### config.mk
export PLATFORM = sky130hd
export DESIGN_NAME = stack_ctrl
export DESIGN_NICKNAME = d
export VERILOG_FILES = /design/src/rtl/stack_ctrl.sv
export SDC_FILE = /design/constraint.sdc
export NUM_CORES = 1
export LEC_CHECK = 0
export CAP_MARGIN = 5
export CELL_PAD_IN_SITES_DETAIL_PLACEMENT = 0
export CELL_PAD_IN_SITES_GLOBAL_PLACEMENT = 1
export CORE_MARGIN = 5
export CORE_UTILIZATION = 19
export DETAILED_ROUTE_END_ITERATION = 10
export GPL_ROUTABILITY_DRIVEN = 0
export PLACE_DENSITY_LB_ADDON = 0.1
export SLEW_MARGIN = 20
export SYNTH_ARGS = -nofsm -noshare
export SYNTH_HDL_FRONTEND = slang
export SYNTH_SLANG_ARGS = --single-unit
### constraint.sdc
create_clock -name clk -period 8.2 [get_ports clk]
set_clock_uncertainty 0.2 [all_clocks]
set_input_delay 1.23 -clock clk [delete_from_list [all_inputs] [get_ports clk]]
set_output_delay 1.23 -clock clk [all_outputs]
set_load 0.005 [all_outputs]
### src/rtl/stack_ctrl.sv
// Return-address stack sequencer: turns decoded CALL/RETURN/RETFIE/interrupt
// requests into stack push/pop strobes, PC loads and a one-cycle flush.
module stack_ctrl #(
  parameter int AW = 11,
  parameter int DEPTH = 16,
  parameter logic [AW-1:0] INT_VECTOR = 'h004
) (
  input  logic          clk,
  input  logic          reset,
  input  logic          call_req,
  input  logic [AW-1:0] call_target,
  input  logic          ret_req,
  input  logic          retfie_req,
  input  logic          int_req,
  input  logic          gie,
  input  logic [AW-1:0] pc_cur,
  input  logic [AW-1:0] stack_top,
  input  logic          stvren,
  input  logic          stkflag_clr,
  output logic          push,
  output logic          pop,
  output logic [AW-1:0] stack_data,
  output logic          pc_load,
  output logic [AW-1:0] pc_load_val,
  output logic          flush,
  output logic          busy,
  output logic          gie_clr,
  output logic          gie_set,
  output logic [4:0]    depth,
  output logic          stkovf,
  output logic          stkunf,
  output logic          stack_reset_req
);

  typedef enum logic {IDLE, FLUSH} state_t;

  localparam logic [4:0] DEPTH_MAX = 5'(DEPTH);

  state_t state;
  state_t state_next;

  logic take_int;
  logic take_call;
  logic take_retfie;
  logic take_ret;
  logic accepted;
  logic do_push;
  logic do_pop;
  logic empty;
  logic full;
  logic ovf_event;
  logic unf_event;

  // Fixed-priority acceptance; reset masks every request so no strobe escapes.
  always_comb begin
    take_int    = 1'b0;
    take_call   = 1'b0;
    take_retfie = 1'b0;
    take_ret    = 1'b0;
    if (!reset && state == IDLE) begin
      if (int_req && gie)  take_int    = 1'b1;
      else if (call_req)   take_call   = 1'b1;
      else if (retfie_req) take_retfie = 1'b1;
      else if (ret_req)    take_ret    = 1'b1;
    end
  end

  assign accepted  = take_int | take_call | take_retfie | take_ret;
  assign do_push   = take_int | take_call;
  assign do_pop    = take_retfie | take_ret;
  assign empty     = (depth == 5'd0);
  assign full      = (depth == DEPTH_MAX);
  assign ovf_event = do_push & full;
  assign unf_event = do_pop & empty;

  always_ff @(posedge clk) begin
    if (reset) state <= IDLE;
    else       state <= state_next;
  end

  always_comb begin
    state_next = state;
    case (state)
      IDLE:    if (accepted) state_next = FLUSH;
      FLUSH:   state_next = IDLE;
      default: state_next = IDLE;
    endcase
  end

  // A pop at depth 0 is swallowed and the PC goes to address zero instead.
  always_comb begin
    push        = 1'b0;
    pop         = 1'b0;
    stack_data  = '0;
    pc_load     = 1'b0;
    pc_load_val = '0;
    gie_clr     = 1'b0;
    gie_set     = 1'b0;
    if (take_int) begin
      push        = 1'b1;
      stack_data  = pc_cur;
      pc_load     = 1'b1;
      pc_load_val = INT_VECTOR;
      gie_clr     = 1'b1;
    end else if (take_call) begin
      push        = 1'b1;
      stack_data  = pc_cur;
      pc_load     = 1'b1;
      pc_load_val = call_target;
    end else if (do_pop) begin
      pop         = !empty;
      pc_load     = 1'b1;
      pc_load_val = empty ? '0 : stack_top;
      gie_set     = take_retfie;
    end
  end

  assign busy  = (state == FLUSH);
  assign flush = (state == FLUSH);

  always_ff @(posedge clk) begin
    if (reset) begin
      depth <= 5'd0;
    end else if (do_push && !full) begin
      depth <= depth + 5'd1;
    end else if (do_pop && !empty) begin
      depth <= depth - 5'd1;
    end
  end

  // Flags are sticky; a fresh event outranks a simultaneous software clear.
  always_ff @(posedge clk) begin
    if (reset) begin
      stkovf          <= 1'b0;
      stkunf          <= 1'b0;
      stack_reset_req <= 1'b0;
    end else begin
      if (ovf_event)        stkovf <= 1'b1;
      else if (stkflag_clr) stkovf <= 1'b0;
      if (unf_event)        stkunf <= 1'b1;
      else if (stkflag_clr) stkunf <= 1'b0;
      stack_reset_req <= (ovf_event | unf_event) & stvren;
    end
  end

endmodule

==> flow_summary.toml, run 1 <==
[yosys]
synth_area_um2 = 756
synthCells = 89
synthesis.nets = 135
synthFlopType = "dfxtp_1"
netlist.area_leader.share = 0.238
ys_async_sr_fraction = 0
ys_seq_elements = 9
yosys.area.top_type = "dfxtp_1"
synth_top_family_by_area = "compound AO/OA/AOI/OAI gates"
synthXorXnorAreaFrac = 0.0232
synth_compound_area_frac = 0.308
synthMuxAreaShare = 0.0265
ys_warn_count = 0
syn_avg_cell_area_um2 = 8.49
synth_area_leaders = "dfxtp_1 (24%), a22o_1 (12%), and2_1 (9.9%)"
synth-simple-area-share = 0.262
ys_seq_area_frac = 0.238
synth-adder-area-share = 0.0762
synth_edf_count = 0
ys_types = 35

[floorplan]
ios = 79
core_area_um2 = 3910
die_h_um = 73.1
initial_core_util = 0.193
die_w_um = 73.1
die_area_um2 = 5340
row_count = 23

[pwr]
ir_drop_v = 0.0000609
p_leak_nw = 0.601
p_per_area_nw_per_um2 = 180
finalPower_uw = 292

[clock_tree]
cts_buffers = 3
htreeDepth = 1
clock-sinks = 9
cts_setup_buffers = 0
clock_latency_ns = 0.24
postCtsHoldBufs = 0
root_buffer = "clkbuf_8"
clk_path_buf_depth = 2
cts_tree = "yes"
path_clk_slew_ns = 0.04
cts_resized = 0

[worst_hold_path]
hold_class = "flip-flop to flip-flop"

[timing]
finalSetupTns_ns = 0
max_slew_margin = 0.556
hold_viol_final = 0
fin_crit_sh = 0.667
slew_viol_final = 0
fmax_mhz = 183
tightest_slew_ns = 0.649
fin_ws_ns = 2.73
setup_viol = 0
rsz0062_at_grt = "no"
period_needed_ns = 5.47

[global_route]
groute.usage.overall = 0.112
grt_pass1_wl_um = 4750
grt_max_degree = 20
grt_pass1_vias = 999
grt_remaining_overflow = 0
antenna_found_initial = 0

[cells_and_area]
fin_util = 0.416
fillerInstances = 395
area_growth_pct = 115
fin_cells = 216
drive_gt1_frac = 0.0602
n_antenna_cell = 0
final_nets = 213

[setup_path]
r2r_slack_ns = 5.29
crit_required_ns = 6.77
critical_path_peak_fanout = 19
crit_arrival_ns = 4.04
crit_path_end_kind = "output port"
crit_path_start_kind = "primary input"
critPathKind = "primary input to output port"

[drt]
first_pass_iters = 2
vias = 993
drc_errors = 0
drt_iter0_markers = 28
route.detailed.wl_per_inst_um = 14.0
vias_per_cell = 4.60
ant_nets = 0
drt_wl_total_um = 3020

[outcome]
status = "completed"

[placed_design]
port_buffers = 78
dpl.hpwl_um = 2510
placed_cells = 212
dp_worst_setup_slack_ns = 2.68

[flow_run]
maxCapViolCount = 0
==> final timing paths <==
path | startpoint | endpoint | depth (start not counted)
setup reg to reg | depth[0] | depth[4] | 9
hold reg to reg | stkunf | stkunf | 2
hold / removal | stkunf | stkunf | 2
setup / recovery | reset | pc_load_val[2] | 5
==> area by class of cell <==
| cell class | count | area [µm²] | share of cell area |
|---|---|---|---|
| clock buffer | 3 | 41.3 | 0.0254 |
| clock inverter | 1 | 5.00 | 0.00308 |
| inverter | 3 | 11.3 | 0.00692 |
| multi-input combinational | 70 | 531 | 0.326 |
| sequential | 9 | 180 | 0.111 |
| tap | 50 | 62.6 | 0.0385 |
| timing repair buffer | 80 | 796 | 0.489 |
==> cells in the mapped netlist, types with 2 or more instances <==
library cell / instances
nor3_1: 3
dfxtp_1: 9
a22o_1: 10
o21ai_0: 4
a21o_1: 2
mux2i_1: 2
and2_1: 12
a2111oi_0: 2
ha_1: 3
clkbuf_1: 4
a21oi_1: 4
or2_2: 2
or4b_1: 3
nor2_1: 3
inv_1: 3
nand2_1: 4
==> power by group <==
| part | switching [mW] | leakage [nW] | internal [mW] |
|---|---|---|---|
| clock | 0.0187 | 0.0255 | 0.0332 |
| combinational | 0.0649 | 0.501 | 0.0991 |
| sequential | 0.0199 | 0.0740 | 0.0566 |
| total | 0.104 | 0.601 | 0.189 |
==> per-stage QoR <==
| step | instance area [µm²] | hold WS, ns |
|---|---|---|
| 2_1_floorplan | 756 | 0.253 |
| 3_3_place_gp | 1580 | 0.260 |
| 3_5_place_dp | 1580 | 0.252 |
| 4_1_cts | 1620 | 0.270 |
| 5_1_grt | 1630 | 0.332 |
| 6_report | 1630 | 0.269 |
==> cell families after synthesis <==
| logic type | Yosys count |
|---|---|
| compound gates | 30 |
| xor+xnor | 2 |
| fa+ha+maj | 4 |
| buf+inv | 10 |
| flops | 9 |
| mux | 2 |
| simple gates | 32 |
==> flip-flops by register name (all words and copies together) (netlist names) <==
signal,cells
depth,5
stkovf,1
stkunf,1
stack_reset_req,1
busy,1
==> per-layer routing <==
metal	track usage	routed length (µm)
met3	0.0537	489
met1	0.131	1200
met5	0	0
met4	0.0246	24
met2	0.184	1300
==> cells in the final DEF (no fill, tap or decap) <==
cell	Yosys	layout
or2_2	2	2
o221a_1	1	1
a21o_1	2	2
a32oi_1	1	1
a221o_1	1	1
a21oi_1	4	4
clkinv_2	0	1
o311ai_0	1	1
and2_1	12	12
nand2b_1	1	1
a211oi_1	1	1
or4b_2	1	1
clkbuf_8	0	3
nor3_1	3	2
nor4b_1	1	1
buf_4	1	2
mux2i_1	2	2
nand2_1	4	4
nor4_1	1	1
nor2_1	3	3
o21a_1	1	1
o21ai_0	4	4
a22o_1	10	10
dfxtp_1	9	9
inv_1	3	3
nor3_2	0	1
xnor2_1	1	1
o41ai_1	1	1
xor2_1	1	1
or4b_1	3	3
or4_1	1	1
fa_1	1	1
a2111oi_0	2	2
clkdlybuf4s50_1	0	78
a2111oi_1	1	1
ha_1	3	3
==> worst max-delay path, stage by stage <==
cell and delay, ns:
clkdlybuf4s50_1 0.65, a2111oi_0 0.67, o221a_1 0.75, a221o_1 0.25, clkdlybuf4s50_1 0.49
Power figures use the tool's default switching activity.
==> run 2, diff against run 1 <==
CORE_UTILIZATION = 18   (was 19)
clock period = 5.5 ns   (was 8.2 ns; I/O delays follow)
==> flow_summary.toml, run 2 (synthesized netlist as in run 1, its figures left out) <==
[outcome]
status = "completed"

[setup_path]
r2r_cells = 9
path_depth = 5
crit_required_ns = 4.47
worst_path_max_delay_cell = "o221a_1"
path_cells = "clkdlybuf4s50_1 -> a2111oi_0 -> o221a_1 -> a221o_1 -> clkdlybuf4s50_1"
critical_path_peak_fanout = 19
crit_end = "pc_load_val[2]"
critPathTopFamily = "compound AO/OA/AOI/OAI gates"
crit_top_cell = "clkdlybuf4s50_1"
critPathKind = "primary input to output port"
cp-startpoint = "reset"
slowest_delay_ns = 0.72
crit_path_start_kind = "primary input"
worstReg2RegEnd = "depth[4]"
crit_arrival_ns = 3.64
reg2reg_from = "depth[0]"
critPathBufInv = 2
r2r_slack_ns = 2.56
crit_path_end_kind = "output port"

[floorplan]
core_area_um2 = 4030
die_area_um2 = 5590
die_w_um = 74.8
die_h_um = 74.8
initial_core_util = 0.188
ios = 79
row_count = 23

[global_route]
grt_max_degree = 20
grt_pass1_vias = 895
groute.usage.overall = 0.0944
antenna_found_initial = 0
grt_pass1_wl_um = 4080
grt_remaining_overflow = 0

[clock_tree]
path_clk_slew_ns = 0.05
clock_latency_ns = 0.23
cts_tree = "yes"
clock-sinks = 9
cts_resized = 0
postCtsHoldBufs = 0
cts_setup_buffers = 0
root_buffer = "clkbuf_8"
clk_path_buf_depth = 2
htreeDepth = 1
cts_buffers = 3

[timing]
hold_viol_final = 0
rsz0062_at_grt = "no"
max_slew_margin = 0.538
slew_viol_final = 0
tightest_slew_ns = 0.675
fin_crit_sh = 0.848
fmax_mhz = 214
fin_ws_ns = 0.837
setup_viol = 0
period_needed_ns = 4.66
finalSetupTns_ns = 0

[cells_and_area]
area_growth_pct = 115
n_antenna_cell = 0
ff_latch_area_um2 = 180
final_cell_mix = "clkdlybuf4s50_1 (78), and2_1 (12), a22o_1 (10)"
fillerInstances = 404
drive_gt1_frac = 0.0539
layout_commonest_cell = "clkdlybuf4s50_1"
top_register = "depth"
largest_reg_flops = 5
final_nets = 214
multi_input_area_um2 = 526

[drt]
vias_per_cell = 4.59
vias = 997
drt_wl_total_um = 2930
ant_nets = 0
drt_iter0_markers = 15
route.detailed.wl_per_inst_um = 13.5
drc_errors = 0
first_pass_iters = 4

[pwr]
p_per_area_nw_per_um2 = 267
p_leak_nw = 0.602
ir_drop_v = 0.000104

[worst_hold_path]
hold_class = "flip-flop to flip-flop"
worstHoldStart = "stkunf"

[flow_run]
maxCapViolCount = 0

[placed_design]
dpl.hpwl_um = 2470
port_buffers = 78
dp_worst_setup_slack_ns = 0.756
-- run 2: cell types whose count changed in the layout (fill, tap and decap cells not counted), sizes merged --
cell / change
buf: +1
clkbuf: +1
clkinv: -1
-- run 2: per-stage QoR --
stage | cells | hold WS, ns | instance area, µm² | power [mW] | utilization
floorplan | 89 | 0.253 | 756 | 0.236 | -
global placement | 213 | 0.259 | 1580 | 0.364 | 0.393
detailed placement | 213 | 0.263 | 1580 | 0.362 | 0.393
CTS | 217 | 0.272 | 1630 | 0.442 | 0.404
global route | 217 | 0.286 | 1630 | 0.475 | 0.404
finish | 217 | 0.264 | 1630 | 0.435 | 0.404
-- run 2: power by group --
part | internal (mW) | switching, mW | total [mW]
combinational | 0.148 | 0.0946 | 0.243
clock | 0.0506 | 0.0266 | 0.0772
sequential | 0.0844 | 0.0303 | 0.115
-- run 2: worst reg2reg max path: cells and delay by family, from the launching register on --
family                     cells  cell delay (ns)
AOI/OAI and AO/OA              4             0.76
adders and majority gates      1             0.34
buffers and inverters          2             0.31
DFF                            1             0.47
and+or+nand+nor                2             0.74
-- run 2: worst min path at each step --
stage	cells past startpoint	endpoint	slack, ns
3_3_place_gp	2	stkunf	0.26
6_report	2	stkunf	0.26
5_1_grt	2	stkunf	0.29
2_1_floorplan	2	stkunf	0.25
3_5_place_dp	2	stkunf	0.26
4_1_cts	2	stkunf	0.27
-- run 2: per-layer routing --
metal | up-vias | share of wire | track usage
li1 | 500 | - | -
met1 | 441 | 0.36 | 0.0963
met2 | 54 | 0.49 | 0.177
met3 | 2 | 0.15 | 0.0401
met4 | 0 | 0.0044 | 0.0237
met5 | - | 0 | 0
-- run 2: area by class of cell --
type,count,share of cell area
well taps,50,0.0384
inverters,3,0.00692
clock buffers,4,0.0277
repair buffers,81,0.493
flip-flops and latches,9,0.111
multi-input cells,70,0.323
==> run 3, diff against run 2 <==
CORE_UTILIZATION = 16   (was 18)
clock period = 3.7 ns   (was 5.5 ns; I/O delays follow)
==> flow_summary.toml, run 3 (synthesized netlist as in run 1, its figures left out) <==
[cells_and_area]
layout_commonest_cell = "clkdlybuf4s50_1"
n_antenna_cell = 0
final_nets = 217
largest_reg_flops = 5
area_growth_pct = 119
drive_gt1_frac = 0.0765
final_cell_mix = "clkdlybuf4s50_1 (78), and2_1 (12), a22o_1 (10)"
fin_util = 0.355
top_register = "depth"

[global_route]
grt_max_degree = 18
grt_remaining_overflow = 0
groute.usage.overall = 0.103
grt_pass1_vias = 1022
grt_pass1_wl_um = 5180
antenna_found_initial = 0

[setup_path]
cp-startpoint = "int_req"
crit_required_ns = 2.94
worstReg2RegEnd = "depth[4]"
crit_arrival_ns = 2.64
crit_path_end_kind = "output port"
path_cells = "clkdlybuf4s50_1 -> a2111oi_0 -> buf_4 -> o221a_2 -> a221o_1 -> clkdlybuf4s50_1"
r2r_slack_ns = 0.75
crit_top_cell = "clkdlybuf4s50_1"
critPathKind = "primary input to output port"
r2r_cells = 8
slowest_delay_ns = 0.50
reg2reg_from = "depth[0]"
critical_path_peak_fanout = 13
crit_end = "pc_load_val[2]"
worst_path_max_delay_cell = "clkdlybuf4s50_1"
crit_path_start_kind = "primary input"

[drt]
first_pass_iters = 5
vias_per_cell = 4.63
drt_iter0_markers = 10
drc_errors = 0
vias = 1038
drt_wl_total_um = 3260
ant_nets = 0
route.detailed.wl_per_inst_um = 14.5

[pwr]
ir_drop_v = 0.000174
p_leak_nw = 0.619
finalPower_uw = 661
p_per_area_nw_per_um2 = 399

[clock_tree]
cts_setup_buffers = 0
clock-sinks = 9
htreeDepth = 1
clock_latency_ns = 0.23
cts_tree = "yes"
root_buffer = "clkbuf_8"
clk_path_buf_depth = 2
path_clk_slew_ns = 0.05
cts_buffers = 3
postCtsHoldBufs = 0

[floorplan]
core_area_um2 = 4660
die_w_um = 78.7
die_h_um = 78.7
die_area_um2 = 6200
ios = 79
row_count = 25
initial_core_util = 0.162

[timing]
setup_viol = 0
period_needed_ns = 3.39
tightest_slew_ns = 0.528
max_slew_margin = 0.645
hold_viol_final = 0
rsz0062_at_grt = "no"
fin_crit_sh = 0.916
fmax_mhz = 295
slew_viol_final = 0
holdWs_ns = 0.264
finalSetupTns_ns = 0

[placed_design]
dpl.hpwl_um = 2620
port_buffers = 78

[flow_run]
maxCapViolCount = 0

[outcome]
status = "completed"

[worst_hold_path]
hold_class = "flip-flop to flip-flop"
==> run 3: changes by cell type in the layout (fill, tap and decap cells not counted) <==
cell	previous run	this run
buf_4	3	6
o221a_1	1	0
o221a_2	0	1
==> run 3: routing by layer <==
layer | vias to the layer above | share of wire | track usage | wire length, µm
li1 | 499 | - | - | -
met1 | 482 | 0.44 | 0.136 | 1420
met2 | 55 | 0.45 | 0.162 | 1470
met3 | 2 | 0.11 | 0.0295 | 353
met4 | 0 | 0.0031 | 0.0262 | 10
met5 | - | 0 | 0 | 0
==> run 3: power breakdown <==
group	internal (mW)	switching, mW	leakage [nW]	total, mW
sequential	0.125	0.0442	0.0740	0.170
combinational	0.224	0.149	0.522	0.374
clock	0.0754	0.0424	0.0228	0.118
==> run 3: area by class of cell <==
cell class | count | area (µm²)
clock buffer | 4 | 45.0
fill | 467 | 3010
inverter | 3 | 11.3
multi-input combinational | 70 | 526
sequential | 9 | 180
tap | 54 | 67.6
timing repair buffer | 84 | 826
==> run 3: per-stage QoR <==
| stage | instances | area, µm² | setup slack [ns] |
|---|---|---|---|
| 2_1_floorplan | 89 | 756 | 0.491 |
| 3_3_place_gp | 220 | 1610 | 0.165 |
| 3_5_place_dp | 220 | 1610 | 0.0928 |
| 4_1_cts | 224 | 1660 | 0.0942 |
| 5_1_grt | 224 | 1660 | 0.0995 |
| 6_report | 224 | 1660 | 0.310 |
==> run 3: worst min path at each step <==
stage	from	end	slack [ns]	depth (start not counted)
floorplan	stkunf	stkunf	0.25	2
global placement	stkunf	stkunf	0.26	2
detailed placement	stkunf	stkunf	0.26	2
CTS	stkunf	stkunf	0.27	2
global route	stkunf	stkunf	0.31	2
finish	stkunf	stkunf	0.26	2
==> run 3: worst max-delay path: cells and delay by family <==
kind / cells / cell delay (ns)
AOI/OAI and AO/OA: 3 / 0.95
buffers and inverters: 3 / 1.13
==> run 3: timing repair <==
item,CTS,global route
gates resized for setup,0,1
endpoints found under the setup margin,0,11
endpoints found under the hold margin,0,0
